### src/rtl/health_alarm_monitor.sv
// Multi-channel vital-sign alarm monitor: persistence-filtered alarms, ack/recover exit, saturating episode counters.
// Optional macro HEALTH_MON_HYST_EN narrows the recovery band by HYST on each side.
module health_alarm_ch #(
  parameter int DATA_W  = 8,
  parameter int PERSIST = 3,
  parameter int CNT_W   = 8,
  parameter int HYST    = 4
) (
  input  logic              clk,
  input  logic              rst_n,
  input  logic              valid,
  input  logic [DATA_W-1:0] data,
  input  logic [DATA_W-1:0] lo,
  input  logic [DATA_W-1:0] hi,
  input  logic              ack,
  input  logic              clr,
  output logic              alarm,
  output logic              pending,
  output logic              pending_nxt,
  output logic [CNT_W-1:0]  cnt
);
  typedef enum logic [1:0] {NORMAL, SUSPECT, ALARM} state_t;
  localparam logic [3:0]       PER     = 4'(PERSIST);
  localparam logic [CNT_W-1:0] CNT_MAX = '1;

  state_t           state, state_n;
  logic [3:0]       run, run_n;
  logic             ackd, ackd_n, enter;
  logic [CNT_W-1:0] cnt_n;
  logic             abn, ok;

  assign abn = (data < lo) || (data > hi);

`ifdef HEALTH_MON_HYST_EN
  localparam logic [DATA_W:0] HYST_W = (DATA_W+1)'(HYST);
  localparam logic [DATA_W:0] D_MAX  = {1'b0, {DATA_W{1'b1}}};
  logic [DATA_W:0] lo_w, lo_n, hi_n;
  always_comb begin
    lo_w = {1'b0, lo} + HYST_W;
    lo_n = (lo_w > D_MAX) ? D_MAX : lo_w;
    hi_n = ({1'b0, hi} < HYST_W) ? '0 : {1'b0, hi} - HYST_W;
  end
  // Inside limits but outside the narrowed band is neutral: neither abn nor ok.
  assign ok = ({1'b0, data} >= lo_n) && ({1'b0, data} <= hi_n);
`else
  assign ok = !abn;
`endif

  always_comb begin
    state_n = state;
    run_n   = run;
    ackd_n  = ackd;
    enter   = 1'b0;
    case (state)
      NORMAL: if (valid && abn) begin
        run_n = 4'd1;
        if (PER == 4'd1) enter = 1'b1;
        else state_n = SUSPECT;
      end
      SUSPECT: if (valid && abn) begin
        run_n = run + 4'd1;
        if (run_n == PER) enter = 1'b1;
      end else if (valid && ok) begin
        state_n = NORMAL;
        run_n   = '0;
      end
      ALARM: begin
        if (ack) ackd_n = 1'b1;
        if (valid && ok && (ackd || ack)) begin
          state_n = NORMAL;
          run_n   = '0;
          ackd_n  = 1'b0;
        end
      end
      default: state_n = NORMAL;
    endcase
    if (enter) begin
      state_n = ALARM;
      ackd_n  = 1'b0;
    end
    // Clear dominates a coincident increment.
    if (clr)                          cnt_n = '0;
    else if (enter && cnt != CNT_MAX) cnt_n = cnt + 1'b1;
    else                              cnt_n = cnt;
    pending_nxt = (state_n == ALARM) && !ackd_n;
  end

  always_ff @(posedge clk or negedge rst_n) begin
    if (!rst_n) begin
      state   <= NORMAL;
      run     <= '0;
      ackd    <= 1'b0;
      cnt     <= '0;
      alarm   <= 1'b0;
      pending <= 1'b0;
    end else begin
      state   <= state_n;
      run     <= run_n;
      ackd    <= ackd_n;
      cnt     <= cnt_n;
      alarm   <= (state_n == ALARM);
      pending <= pending_nxt;
    end
  end
endmodule

module health_alarm_monitor #(
  parameter int NUM_CH  = 4,
  parameter int DATA_W  = 8,
  parameter int PERSIST = 3,
  parameter int CNT_W   = 8,
  parameter int HYST    = 4,
  localparam int IDX_W  = (NUM_CH > 1) ? $clog2(NUM_CH) : 1
) (
  input  logic                    clk,
  input  logic                    rst_n,
  input  logic                    sampleValid,
  input  logic [NUM_CH*DATA_W-1:0] sampleData,
  input  logic [NUM_CH*DATA_W-1:0] lowLimit,
  input  logic [NUM_CH*DATA_W-1:0] highLimit,
  input  logic [NUM_CH-1:0]       alarmAck,
  input  logic                    clearCounts,
  output logic [NUM_CH-1:0]       channelAlarm,
  output logic [NUM_CH-1:0]       alarmPending,
  output logic                    anyAlarm,
  output logic [IDX_W-1:0]        firstAlarmCh,
  output logic [NUM_CH*CNT_W-1:0] eventCount
);
  logic [NUM_CH-1:0] pend_n;
  logic [IDX_W-1:0]  first_n;

  for (genvar i = 0; i < NUM_CH; i++) begin : g_ch
    health_alarm_ch #(.DATA_W(DATA_W), .PERSIST(PERSIST), .CNT_W(CNT_W), .HYST(HYST)) u_ch (
      .clk         (clk),
      .rst_n       (rst_n),
      .valid       (sampleValid),
      .data        (sampleData[i*DATA_W +: DATA_W]),
      .lo          (lowLimit[i*DATA_W +: DATA_W]),
      .hi          (highLimit[i*DATA_W +: DATA_W]),
      .ack         (alarmAck[i]),
      .clr         (clearCounts),
      .alarm       (channelAlarm[i]),
      .pending     (alarmPending[i]),
      .pending_nxt (pend_n[i]),
      .cnt         (eventCount[i*CNT_W +: CNT_W])
    );
  end

  // Descending scan so the lowest pending index is the last write.
  always_comb begin
    first_n = '0;
    for (int i = NUM_CH-1; i >= 0; i--)
      if (pend_n[i]) first_n = IDX_W'(i);
  end

  always_ff @(posedge clk or negedge rst_n) begin
    if (!rst_n) begin
      anyAlarm     <= 1'b0;
      firstAlarmCh <= '0;
    end else begin
      anyAlarm     <= |pend_n;
      firstAlarmCh <= first_n;
    end
  end
endmodule
### config.mk
export PLATFORM = sky130hd
export DESIGN_NAME = health_alarm_monitor
export DESIGN_NICKNAME = d
export VERILOG_FILES = /design/src/rtl/health_alarm_monitor.sv
export SDC_FILE = /design/constraint.sdc
export NUM_CORES = 1
export LEC_CHECK = 0
export CORE_UTILIZATION = 46
export DETAILED_ROUTE_END_ITERATION = 10
export PLACE_DENSITY = 0.79
export SLEW_MARGIN = 10
export SYNTH_ARGS = -nofsm -noshare
export SYNTH_HDL_FRONTEND = slang
export SYNTH_SLANG_ARGS = --single-unit
### constraint.sdc
create_clock -name clk -period 2.2 [get_ports clk]
set_input_delay 0.66 -clock clk [delete_from_list [all_inputs] [get_ports clk]]
set_output_delay 0.66 -clock clk [all_outputs]
set_load 0.05 [all_outputs]
=== Yosys cells after proc, flatten, opt, wreduce, memory -nomap -nowiden ===
Cells that the tools add are included.

* Reductions and logical operators: 53
* Shift operators: 0
* Bitwise logic cells: 0
* Mux-type cells: 84
* Equality and inequality tests: 32
* Divide/modulo/power cells: 0
* $lt $le $gt $ge: 8
* Multipliers: 0
* Add/sub/neg operators: 8

{| class="wikitable"
|+ Operators by type and width
! cell !! count
|-
| 4-bit two-way mux || 16
|-
| 8-bit two-way mux || 8
|-
| 2-bit two-way mux || 24
|-
| 4-bit case mux with 3 select lines || 4
|-
| 8-bit by 1-bit adder with 8-bit output (second input constant) || 4
|-
| 8-bit > comparator || 4
|-
| 8-bit < comparator || 4
|-
| 8-bit != test (second input constant) || 4
|-
| 1-bit two-way mux || 28
|-
| 2-bit case mux with 3 select lines || 4
|-
| 1-bit logical AND || 20
|-
| 4-bit by 1-bit adder with 4-bit output (second input constant) || 4
|-
| 2-bit equality test (second input constant) || 8
|-
| 4-bit by 2-bit equality test with 1-bit output (second input constant) || 4
|-
| 2-bit by 1-bit != test with 1-bit output (second input constant) || 8
|-
| 4-bit AND reduction || 4
|-
| 3-bit by 1-bit != test with 1-bit output (second input constant) || 4
|-
| 3-bit nonzero test || 4
|-
| 2-bit by 1-bit equality test with 1-bit output (second input constant) || 4
|-
| 1-bit zero test || 8
|-
| 2-bit zero test || 4
|-
| 1-bit logical OR || 8
|-
| 2-bit nonzero test || 4
|-
| 4-bit OR reduction || 1
|}

* Output and inout bits: 43
* Bits in latches: 0
* Logic and storage cells: 211
* Bits in registers: 71
* Bits of input ports: 104
* Bits in writable memories: 0
* Memory bits (read-only): 0
* Memories: 0

=== Depth between registers and ports, before layout ===
Gate-level depths: netlist of the first run.

* Depth in word-level cells: 14
* Gate-level depth with buffers: 11
* Depth with buffers taken out: 11

=== Modules after synthesis ===
From an unflattened synthesis of the first run, not the netlist that was laid out.

* Cells, all modules: 693
* Area total of the unflattened synthesis: 6,302.3 µm²

{| class="wikitable"
|+ Modules (own cells, without submodules)
! module !! times used !! sequential area each (µm²) !! area an instance (µm²) !! cells each
|-
| health_alarm_ch at g_ch[0].u_ch ... || 3 || 425.4 || 1,574.0 || 172
|-
| health_alarm_ch at g_ch[3].u_ch || 1 || 425.4 || 1,470.2 || 167
|-
| health_alarm_monitor || 1 || 75.1 || 110.1 || 10
|}

=== Worst setup path before layout of the first run ===
Ideal clock, no wire load.

* Path kind: in2reg
* Start: in lowLimit[22]
* End: reg g_ch[2].u_ch.run[3]
* Library setup time: 87 ps
* Arrival: 2,589 ps
* Path buffers: 0
* Stages on the path: 10
* Data required time: 2,113 ps
* Slack: -476 ps
* Cells stage by stage: inv_1 > ha_1 > a21o_1 > a221oi_1 > o21a_1 > nor3_2 > o32ai_2 > o21bai_1 > or4_1 > o211ai_1

* Longest elaborated chain between the ends: 7
* Elaborated cells between the ends (all ways): 12
* Those cells by class: order compare: 1; eq/ne: 3; mux: 2; reduce/logical: 6

{| class="wikitable"
|+ Ends and longest elaborated chain
! element !! RTL line !! RTL
|-
| from (decl) || 119 || <nowiki>input logic [NUM_CH*DATA_W-1:0] lowLimit,</nowiki>
|-
| 8-bit < comparator (*) || 32 || <nowiki>assign abn = (data < lo) || (data > hi);</nowiki>
|-
| 1-bit logical OR (*) || 32 ||
|-
| 1-bit zero test || 46 || <nowiki>assign ok = !abn;</nowiki>
|-
| 1-bit logical AND || 63, 69 ||
|-
| 1-bit logical AND || 69 || <nowiki>if (valid && ok && (ackd || ack)) begin</nowiki>
|-
| 2-bit by 1-bit != test with 1-bit output (no line) || - ||
|-
| 4-bit AND reduction (no line) || - ||
|-
| to (signal assigned) || 98 || <nowiki>run <= run_n;</nowiki>
|-
| to (decl) || 27 || <nowiki>logic [3:0] run, run_n;</nowiki>
|}

Mark *: on every way between the ends. The rest lies on a longest branch, timed or not.
A chain may end at the register's enable or synchronous reset.

=== Final worst setup path of the first run ===
* Start: in sampleData[24]
* End: reg g_ch[3].u_ch.run[2]

* Longest elaborated chain between the ends: 7
* Elaborated cells between the ends (all ways): 13
* Those cells by class: order compare: 2; eq/ne: 3; mux: 2; reduce/logical: 6

{| class="wikitable"
|+ Ends and longest elaborated chain
! element !! RTL line !! RTL
|-
| from (decl) || 118 || <nowiki>input logic [NUM_CH*DATA_W-1:0] sampleData,</nowiki>
|-
| 8-bit < comparator or 8-bit > comparator (tied branches) || 32 ||
|-
| 1-bit logical OR (*) || 32 ||
|-
| 1-bit zero test || 46 ||
|-
| 1-bit logical AND || 63, 69 ||
|-
| 1-bit logical AND || 69 ||
|-
| 2-bit by 1-bit != test with 1-bit output (no line) || - ||
|-
| 4-bit AND reduction (no line) || - ||
|-
| to (signal assigned) || 98 ||
|-
| to (decl) || 27 ||
|}

Marks and branches as above.

==> impl_metrics.yaml, run 1 <==
flow_run:
  maxCapViolations: 0
critical_path:
  crit_buf_inv: 4
  cp_top_family: "simple AND/OR/NAND/NOR gates"
  r2r-end: "g_ch[2].u_ch.cnt[4]"
  reg2reg_depth: 10
  path_cells: "buf_2 > inv_1 > ha_1 > nand4_1 > nor2_4 > a21oi_4 > or3_4 > buf_6 > o22ai_4 > o21ai_4 > buf_6 > o21bai_1 > a21o_1"
  crit_top_cell: "buf_6"
  cp_slowest_cell: "or3_4"
  r2r-start: "g_ch[2].u_ch.run[0]"
  rrSetupSlack_ns: -0.28
  worst_setup_path_end_kind: "flip-flop"
  critPathKind: "in -> reg"
  arrival_ns: 2.90
  max_stage_delay_ns: 0.43
  required_ns: 2.42
  crit_fanout: 5
  startpoint_type: "input pin"
logic_synthesis:
  synth.area.top_cells: "dfrtp_1 (30%), ha_1 (19%), inv_1 (5.4%), nor2_1 (3.6%), xor2_1 (3.4%)"
  syn-cell-area_sq_um: 5863
  ys_warn_count: 0
  synth_cell_types: 77
  ys.flop_type: "dfrtp_1"
  syn_inst: 672
  synth_nets: 864
  yosysTopAreaCellShare: 0.3030
  synth_area_leader_cell: "dfrtp_1"
  syn_area_per_cell_sq_um: 8.725
  synth_edf_count: 0
  ys_seq_elements: 71
  async_flop_share: 1.000
  yosysMostFrequentCell: "ha_1"
  synth_commonest_cells: "ha_1 (88), inv_1 (85), dfrtp_1 (71)"
  synth-seq-area-share: 0.3030
clocking:
  cts_root_buffer: "clkbuf_16"
  cts_tree: "done"
  clock_latency_ns: 0.34
  numCtsBuffers: 9
  cts_hold_buf: 0
  clock_sinks: 71
  cts_buffer_depth: 2
  cts.clk_slew.worst_paths_ns: 0.07
  htree_levels: 3
route:
  wl_per_cell_um: 22.37
  drc_errors: 0
  vias: 6694
  wl_um: 24600
  dr.pass1.iters: 5
  drtAntennaViolNets: 0
  initialDrtViolationCount: 567
  via_per_inst: 6.085
outcome:
  violations: "negative setup slack"
  outcome: "complete, but fails checks"
power:
  power_leakage_nw: 4.785
  irDropWorstVdd_uv: 479.6
  p_per_area_nw_per_um2: 649.4
die:
  io_pins: 147
  dieArea_sq_um: 13200
  die_h_um: 114.9
  rows: 40
  die_w_um: 114.9
  initial_core_util: 0.4801
  core-area_sq_um: 12210
placement:
  dp_hpwl_um: 12190
  dp_slack_ns: -1.155
  gp_congestion: 0.8912
  io_buffers: 146
sta:
  tightest_slew_ns: 0.5686
  fin_skew_ns: 0.01028
  slew_headroom: 0.6195
  fin_crit_sh: 1.216
  hold_viol_final: 0
  grt_setup_unrepaired: "true"
  setup_slack_ns: -0.4753
  maxSlewViolCount: 0
  setup_viol: 65
  max_freq_mhz: 373.8
  layout_min_cycle_time_ns: 2.675
grt:
  track_usage: 0.3114
  grt.overflow.total: 0
  grt_pass1_wl_um: 32300
  grt_max_degree: 72
  grt_pass1_vias: 6792
  antenna_found_initial: 0
final_layout:
  seqCellArea_sq_um: 1777
  fillers: 580
  multi_input_area_sq_um: 5465
  drive_gt1_frac: 0.5687
  diodes: 0
  fin_nets: 1119
  areaGrowthSynthToFinish_pct: 78.68
  finish.utilization: 0.8579
worst_hold_path:
  hold_class: "in -> async"
-- cells by family (layout without fill, tap and decap cells) --
logic type | Yosys count | count (layout) | synth area share
flops | 71 | 71 | 0.3030
buf+inv | 103 | 363 | 0.07149
fa+ha+maj | 88 | 88 | 0.1878
mux | 4 | 4 | 0.007042
simple gates | 221 | 221 | 0.1959
compound gates | 157 | 157 | 0.1929
xor+xnor | 28 | 28 | 0.04183
-- worst max path at each step --
| stage | from | end | depth (start not counted) |
|---|---|---|---|
| final | sampleData[24] | g_ch[3].u_ch.run[2] | 13 |
| after global routing | highLimit[17] | g_ch[2].u_ch.run[2] | 13 |
| after CTS | highLimit[17] | g_ch[2].u_ch.run[2] | 12 |
| after detailed placement | sampleData[21] | g_ch[2].u_ch.cnt[5] | 10 |
| after global placement | highLimit[17] | g_ch[2].u_ch.run[3] | 11 |
| after floorplan | lowLimit[27] | firstAlarmCh[0] | 11 |
-- metal layers --
layer	vias to the layer above	share of wire	track usage
met2	371	0.53	0.5908
met5	-	0	0
met3	148	0.054	0.04850
li1	2896	-	-
met4	0	0.064	0.1481
met1	3279	0.35	0.3367
-- sequential cells by signal (all words and copies together) (netlist names) --
name and cells:
g_ch.u_ch.state 8, g_ch.u_ch.ackd 4, firstAlarmCh 2, g_ch.u_ch.pending 4, g_ch.u_ch.run 16, anyAlarm 1, g_ch.u_ch.alarm 4, g_ch.u_ch.cnt 32
-- worst register-to-register path: cells and delay by family (launching register included) --
family,cells,cell delay (ns)
xor+xnor,1,0.23
flops,1,0.38
fa+ha+maj,1,0.21
compound gates,4,0.86
buf+inv,1,0.16
simple gates,3,0.49
-- cells in the final DEF (no fill, tap or decap), types with 8 or more instances in the layout --
cell and instances:
a21o_1 9, a21oi_1 21, a21oi_2 12, and3_1 13, buf_2 34, buf_4 111, buf_6 74, buf_8 15
clkbuf_16 9, dfrtp_1 71, dlygate4sd2_1 8, ha_1 30, ha_4 57, inv_1 28, inv_2 41, inv_4 9
nand2_1 28, nand2_2 8, nand2_4 12, nand3_1 9, nand4_1 22, nor2_1 46, o21ai_0 11, o21ai_2 11
xor2_1 21
-- final cells by class --
type / count / area share
well taps: 168 / 0.02006
inverters: 85 / 0.03882
repair buffers: 262 / 0.2230
clock inverters: 6 / 0.004061
flip-flops and latches: 71 / 0.1696
clock buffers: 10 / 0.02281
multi-input cells: 498 / 0.5217
-- where the power goes --
group	switching (mW)	leakage [nW]	internal [mW]
registers	0.200	0.968	1.46
logic	2.04	3.68	1.67
clock network	0.633	0.135	0.799
-- stage by stage --
| stage | hold slack, ns | TNS (ns) | area, sq um | power, mW | cells |
|---|---|---|---|---|---|
| floorplan | 0.3644 | -10.97 | 6392 | 3.044 | 672 |
| global placement | 0.5296 | -63.94 | 8330 | 3.799 | 1029 |
| detailed placement | 0.5502 | -68.52 | 8330 | 3.912 | 1029 |
| CTS | 0.3589 | -6.411 | 9902 | 5.984 | 1082 |
| global route | 0.3654 | -18.47 | 10480 | 7.029 | 1100 |
| finish | 0.3367 | -14.81 | 10480 | 6.804 | 1100 |
-- repair_timing --
| action | 4_1_cts | 5_1_grt |
|---|---|---|
| pin swaps | 162 | 117 |
| resized for setup | 621 | 123 |
| endpoints found under the hold margin | 0 | 0 |
| setup endpoints to repair | 73 | 70 |
| buffers inserted | 42 | 25 |
(Power assumes the default switching activity.)
==> run 2, diff against run 1 <==
Settings changed: ABC_AREA from default to 1, CORE_UTILIZATION 46 to 45, PLACE_DENSITY 0.79 to 0.77, SLEW_MARGIN 10 to default.
==> impl_metrics.yaml, run 2 <==
outcome:
  outcome: "complete, but fails checks"
  violations: "negative setup slack"
placement:
  dp_hpwl_um: 10420
  io_buffers: 146
  dp.cells: 1091
  dp_slack_ns: -0.7328
  gp_congestion: 0.8305
final_layout:
  drive_gt1_frac: 0.4356
  top_register: "g_ch.u_ch.cnt"
  fin_nets: 1158
  areaGrowthSynthToFinish_pct: 56.08
  stdcell_count: 1139
  fillers: 926
  top_regs: "g_ch.u_ch.cnt (32), g_ch.u_ch.run (16), g_ch.u_ch.state (8)"
  layout_common_cells: "nand2_1 (113), inv_1 (98), buf_4 (94), dfrtp_1 (71), inv_2 (55)"
  largest_reg_flops: 32
  layout_commonest_cell: "nand2_1"
  diodes: 0
sta:
  setup_viol: 3
  fin_skew_ns: 0.006786
  max_freq_mhz: 448.2
  fin_crit_sh: 1.014
  grt_setup_unrepaired: "true"
  maxSlewViolCount: 0
  tightest_slew_ns: 0.5233
  hold_viol_final: 0
  final.setup.tns_ns: -0.05411
  slew_headroom: 0.6500
  setup_slack_ns: -0.03129
  layout_min_cycle_time_ns: 2.231
power:
  power_mw: 5.246
  power_leakage_nw: 4.515
  p_per_area_nw_per_um2: 587.5
  irDropWorstVdd_uv: 489.9
critical_path:
  r2r-end: "g_ch[3].u_ch.cnt[7]"
  worst_setup_path_end_kind: "flip-flop"
  crit_fanout: 4
  required_ns: 2.45
  critPathKind: "in -> reg"
  reg2reg_depth: 13
  rrSetupSlack_ns: 0.09
  crit_start: "lowLimit[30]"
  startpoint_type: "input pin"
  r2r-start: "g_ch[3].u_ch.run[0]"
  arrival_ns: 2.48
logic_synthesis:
  synth_top_family_by_area: "simple AND/OR/NAND/NOR gates"
  synthXorXnorAreaFrac: 0.02143
  synth-seq-area-share: 0.3106
  yosysMostFrequentCell: "nand2_1"
  synth_area_leader_cell: "dfrtp_1"
  synth_edf_count: 0
  synth.area.top_cells: "dfrtp_1 (31%), ha_1 (19%), nand2_1 (10%), inv_1 (9.8%), a21oi_1 (3.9%)"
  synth_cell_types: 42
  async_flop_share: 1.000
  ys_warn_count: 0
  synth_compound_area_frac: 0.1126
  syn_area_per_cell_sq_um: 7.597
  ys.flop_type: "dfrtp_1"
  ys_seq_elements: 71
  synth.area.mux_share: 0
  synth_commonest_cells: "nand2_1 (157), inv_1 (149), ha_1 (88)"
  syn-cell-area_sq_um: 5720
  yosys.area_share.simple: 0.2456
  synth_nets: 945
  syn_inst: 753
  synthAdderAreaFrac: 0.1925
  yosysTopAreaCellShare: 0.3106
worst_hold_path:
  hold_class: "in -> async"
die:
  dieArea_sq_um: 13170
  die_w_um: 114.8
  io_pins: 147
  die_h_um: 114.8
  core-area_sq_um: 12210
  rows: 40
  initial_core_util: 0.4684
clocking:
  cts_tree: "done"
  htree_levels: 3
  clock_sinks: 71
  cts_buffer_depth: 2
  numCtsBuffers: 9
  cts_root_buffer: "clkbuf_16"
  clock_latency_ns: 0.32
  cts.clk_slew.worst_paths_ns: 0.05
route:
  met2_length_um: 7532
  vias: 5559
  initialDrtViolationCount: 275
  wl_met1_um: 6608
  drc_errors: 0
  dr.pass1.iters: 4
  wl_per_cell_um: 13.32
  wl_met3_um: 880
  via_per_inst: 4.881
  wl_um: 15180
  routed.top_layer: "met4"
  drtAntennaViolNets: 0
grt:
  grt_pass1_vias: 5458
  grt_pass1_wl_um: 23530
  antenna_found_initial: 0
  track_usage: 0.2204
  grt_max_degree: 35
  grt.overflow.total: 0
flow_run:
  maxCapViolations: 0
==> run 2: cell count changes in the layout (fill, tap and decap cells not counted), sizes merged, moves of 10 or more <==
| cell | change |
|---|---|
| a211oi | -12 |
| nand3 | +20 |
| and3 | -13 |
| buf | -104 |
| nand2 | +119 |
| xor2 | -11 |
| clkdlybuf4s15 | +11 |
| inv | +68 |
| nand2b | -10 |
| clkdlybuf4s50 | +10 |
| clkbuf | +32 |
==> run 2: worst max-delay path by stage <==
stage / end / depth (start not counted)
final: g_ch[3].u_ch.cnt[7] / 15
after detailed placement: firstAlarmCh[1] / 19
after CTS: anyAlarm / 18
after global placement: g_ch[2].u_ch.cnt[5] / 15
after floorplan: g_ch[1].u_ch.cnt[5] / 13
after global routing: g_ch[3].u_ch.cnt[7] / 15
==> run 2: area by class of cell <==
class                   instances  area (sq um)  share of cell area
clock buffers                  11         252.7             0.02831
clock inverters                 5         80.08            0.008969
flip-flops and latches         71          1777              0.1990
multi-input cells             513          4337              0.4857
inverters                     156         590.6             0.06614
well taps                     168         210.2             0.02354
repair buffers                215          1682              0.1883
==> run 2: cells by family after synthesis <==
logic type                 Yosys count
and+or+nand+nor                    301
buffers and inverters              169
AOI/OAI and AO/OA                  110
adders and majority gates           88
DFF                                 71
xor gates and xnor gates            14
==> run 2: routing by layer <==
layer  global-route usage  vias to the layer above
met3              0.05061                       19
met1               0.2683                     2568
li1                     -                     2847
met2               0.3980                      125
met5                    0                        -
met4              0.04675                        0
==> run 2: where the power goes <==
group	switching (mW)	internal, mW	total, mW
Sequential	0.126	1.45	1.57
Combinational	1.14	0.937	2.08
Clock	0.541	1.05	1.59
==> run 2: timing repair <==
action,CTS,global route
pin swaps,100,130
endpoints found under the setup margin,67,64
cloned,0,0
resized for setup,306,232
hold buffers,0,0
setup buffers,26,7
==> run 2: stage by stage <==
stage	hold WS, ns	instance area [sq um]	util
after floorplan	0.3644	5746	-
after global placement	0.4860	7537	0.6172
after detailed placement	0.4989	7537	0.6172
after CTS	0.2888	8489	0.6952
after global routing	0.3095	8929	0.7311
final	0.2775	8929	0.7311
==> run 2: worst max-delay path, stage by stage <==
cell	delay [ns]
dlygate4sd2_1	0.25
inv_2	0.07
ha_4	0.19
nand2_2	0.06
o21a_1	0.16
nand2_4	0.06
nand2_4	0.08
nand2_4	0.07
nor2_4	0.14
o21ai_4	0.10
nor3_4	0.21
nand2_2	0.11
o21ai_1	0.14
nand2_1	0.06
nor2_1	0.11
==> run 3, diff against run 2 <==
Settings changed: CORE_ASPECT_RATIO from default to 0.6, CTS_CLUSTER_SIZE from default to 40, HOLD_SLACK_MARGIN from default to 0.03.
==> impl_metrics.yaml, run 3 (synthesized netlist as in run 2, its figures left out) <==
grt:
  grt_max_degree: 52
  antenna_found_initial: 0
  grt_pass1_wl_um: 24640
  grt_pass1_vias: 5394
  grt.overflow.total: 0
  track_usage: 0.2325
die:
  io_pins: 147
  rows: 31
  initial_core_util: 0.4682
  dieArea_sq_um: 13180
  die_w_um: 147.6
  core-area_sq_um: 12220
  die_h_um: 89.34
placement:
  io_buffers: 146
  gp_congestion: 0.8659
  dp.cells: 1093
  dp_hpwl_um: 10460
final_layout:
  fin_nets: 1149
  top_register: "g_ch.u_ch.cnt"
  drive_gt1_frac: 0.4293
  layout_commonest_cell: "nand2_1"
  areaGrowthSynthToFinish_pct: 56.61
  stdcell_count: 1127
  largest_reg_flops: 32
  layout_common_cells: "nand2_1 (109), inv_1 (94), buf_4 (76), dfrtp_1 (71), inv_2 (57)"
  diodes: 0
  top_regs: "g_ch.u_ch.cnt (32), g_ch.u_ch.run (16), g_ch.u_ch.state (8)"
power:
  p_per_area_nw_per_um2: 598.1
  power_leakage_nw: 4.530
  irDropWorstVdd_uv: 487.9
  power_mw: 5.358
critical_path:
  required_ns: 2.42
  r2r-end: "g_ch[3].u_ch.cnt[4]"
  path_cells: "buf_2 > ha_4 > nand2_4 > nor2_4 > nand2_1 > nand2_1 > nand2_2 > nand2_4 > nand2_4 > nor2_4 > o21ai_4 > buf_4 > nor3_4 > nand2_1 > o21ai_0 > a21oi_1"
  cp_slowest_cell: "ha_4"
  arrival_ns: 2.42
  critPathKind: "in -> reg"
  rrSetupSlack_ns: 0.16
  startpoint_type: "input pin"
  r2r-start: "g_ch[3].u_ch.run[0]"
  crit_fanout: 3
  max_stage_delay_ns: 0.27
  reg2reg_depth: 13
  worst_setup_path_end_kind: "flip-flop"
sta:
  setup_viol: 0
  tightest_slew_ns: 0.5226
  fin_skew_ns: 0.006852
  final.setup.tns_ns: 0
  whs_ns: 0.1987
  max_freq_mhz: 454.9
  slew_headroom: 0.6505
  fin_crit_sh: 0.9993
  grt_setup_unrepaired: "true"
  hold_viol_final: 0
  layout_min_cycle_time_ns: 2.198
  maxSlewViolCount: 0
clocking:
  cts_tree: "done"
  clock_sinks: 71
  numCtsBuffers: 9
  cts_hold_buf: 0
  htree_levels: 3
  cts_buffer_depth: 2
  cts_root_buffer: "clkbuf_16"
  cts.clk_slew.worst_paths_ns: 0.06
  clock_latency_ns: 0.34
route:
  drtAntennaViolNets: 0
  wl_um: 15290
  drc_errors: 0
  initialDrtViolationCount: 200
  via_per_inst: 4.973
  vias: 5605
  wl_per_cell_um: 13.57
  dr.pass1.iters: 5
outcome:
  outcome: "completed"
worst_hold_path:
  hold_class: "in -> async"
flow_run:
  maxCapViolations: 0
[run 3: through the flow]
step | utilization | instance area (sq um) | setup slack (ns)
3_5_place_dp | 0.6227 | 7609 | -0.8284
5_1_grt | 0.7332 | 8959 | -0.1198
2_1_floorplan | - | 5746 | -0.02698
4_1_cts | 0.6931 | 8468 | 0.0002862
6_report | 0.7332 | 8959 | 0.001608
3_3_place_gp | 0.6227 | 7609 | -0.7483
[run 3: layout make-up]
| class | instances | area, sq um |
|---|---|---|
| Sequential cell | 71 | 1777 |
| Multi-Input combinational cell | 513 | 4384 |
| Fill cell | 938 | 3259 |
| Tap cell | 165 | 206.4 |
| Clock inverter | 5 | 80.08 |
| Inverter | 156 | 595.6 |
| Timing Repair Buffer | 206 | 1663 |
| Clock buffer | 11 | 252.7 |
[run 3: where the power goes]
part	total [mW]	switching, mW	internal (mW)
registers	1.57	0.125	1.45
clock network	1.60	0.546	1.05
logic	2.19	1.18	1.01
[run 3: worst max-delay path: cells and delay by family]
family                     cells  cell delay, ns
AOI/OAI and AO/OA              3            0.31
adders and majority gates      1            0.27
buffers and inverters          2            0.29
and+or+nand+nor               10            0.88
[run 3: how the worst max path moves through the flow]
stage,startpoint,end,slack [ns],cells after the start
4_1_cts,sampleData[11],g_ch[1].u_ch.pending,0.0003,15
6_report,sampleData[30],g_ch[3].u_ch.cnt[4],0.002,16
2_1_floorplan,lowLimit[13],g_ch[1].u_ch.cnt[5],-0.03,13
3_3_place_gp,highLimit[31],firstAlarmCh[1],-0.75,19
3_5_place_dp,highLimit[31],firstAlarmCh[1],-0.83,19
5_1_grt,sampleData[25],g_ch[3].u_ch.cnt[4],-0.12,18
[run 3: timing repair]
action,4_1_cts,5_1_grt
pin swaps,140,119
resized for setup,297,236
setup buffers,13,5
endpoints found under the setup margin,74,64
[run 3: per-layer routing]
layer  up-vias  wire [um]  GRT usage  share of wire
met5         -          0          0              0
li1       2844          -          -              -
met4         0        176    0.06186          0.012
met1      2599       7339     0.3155           0.48
met3        17        735    0.04694          0.048
met2       145       7040     0.3816           0.46
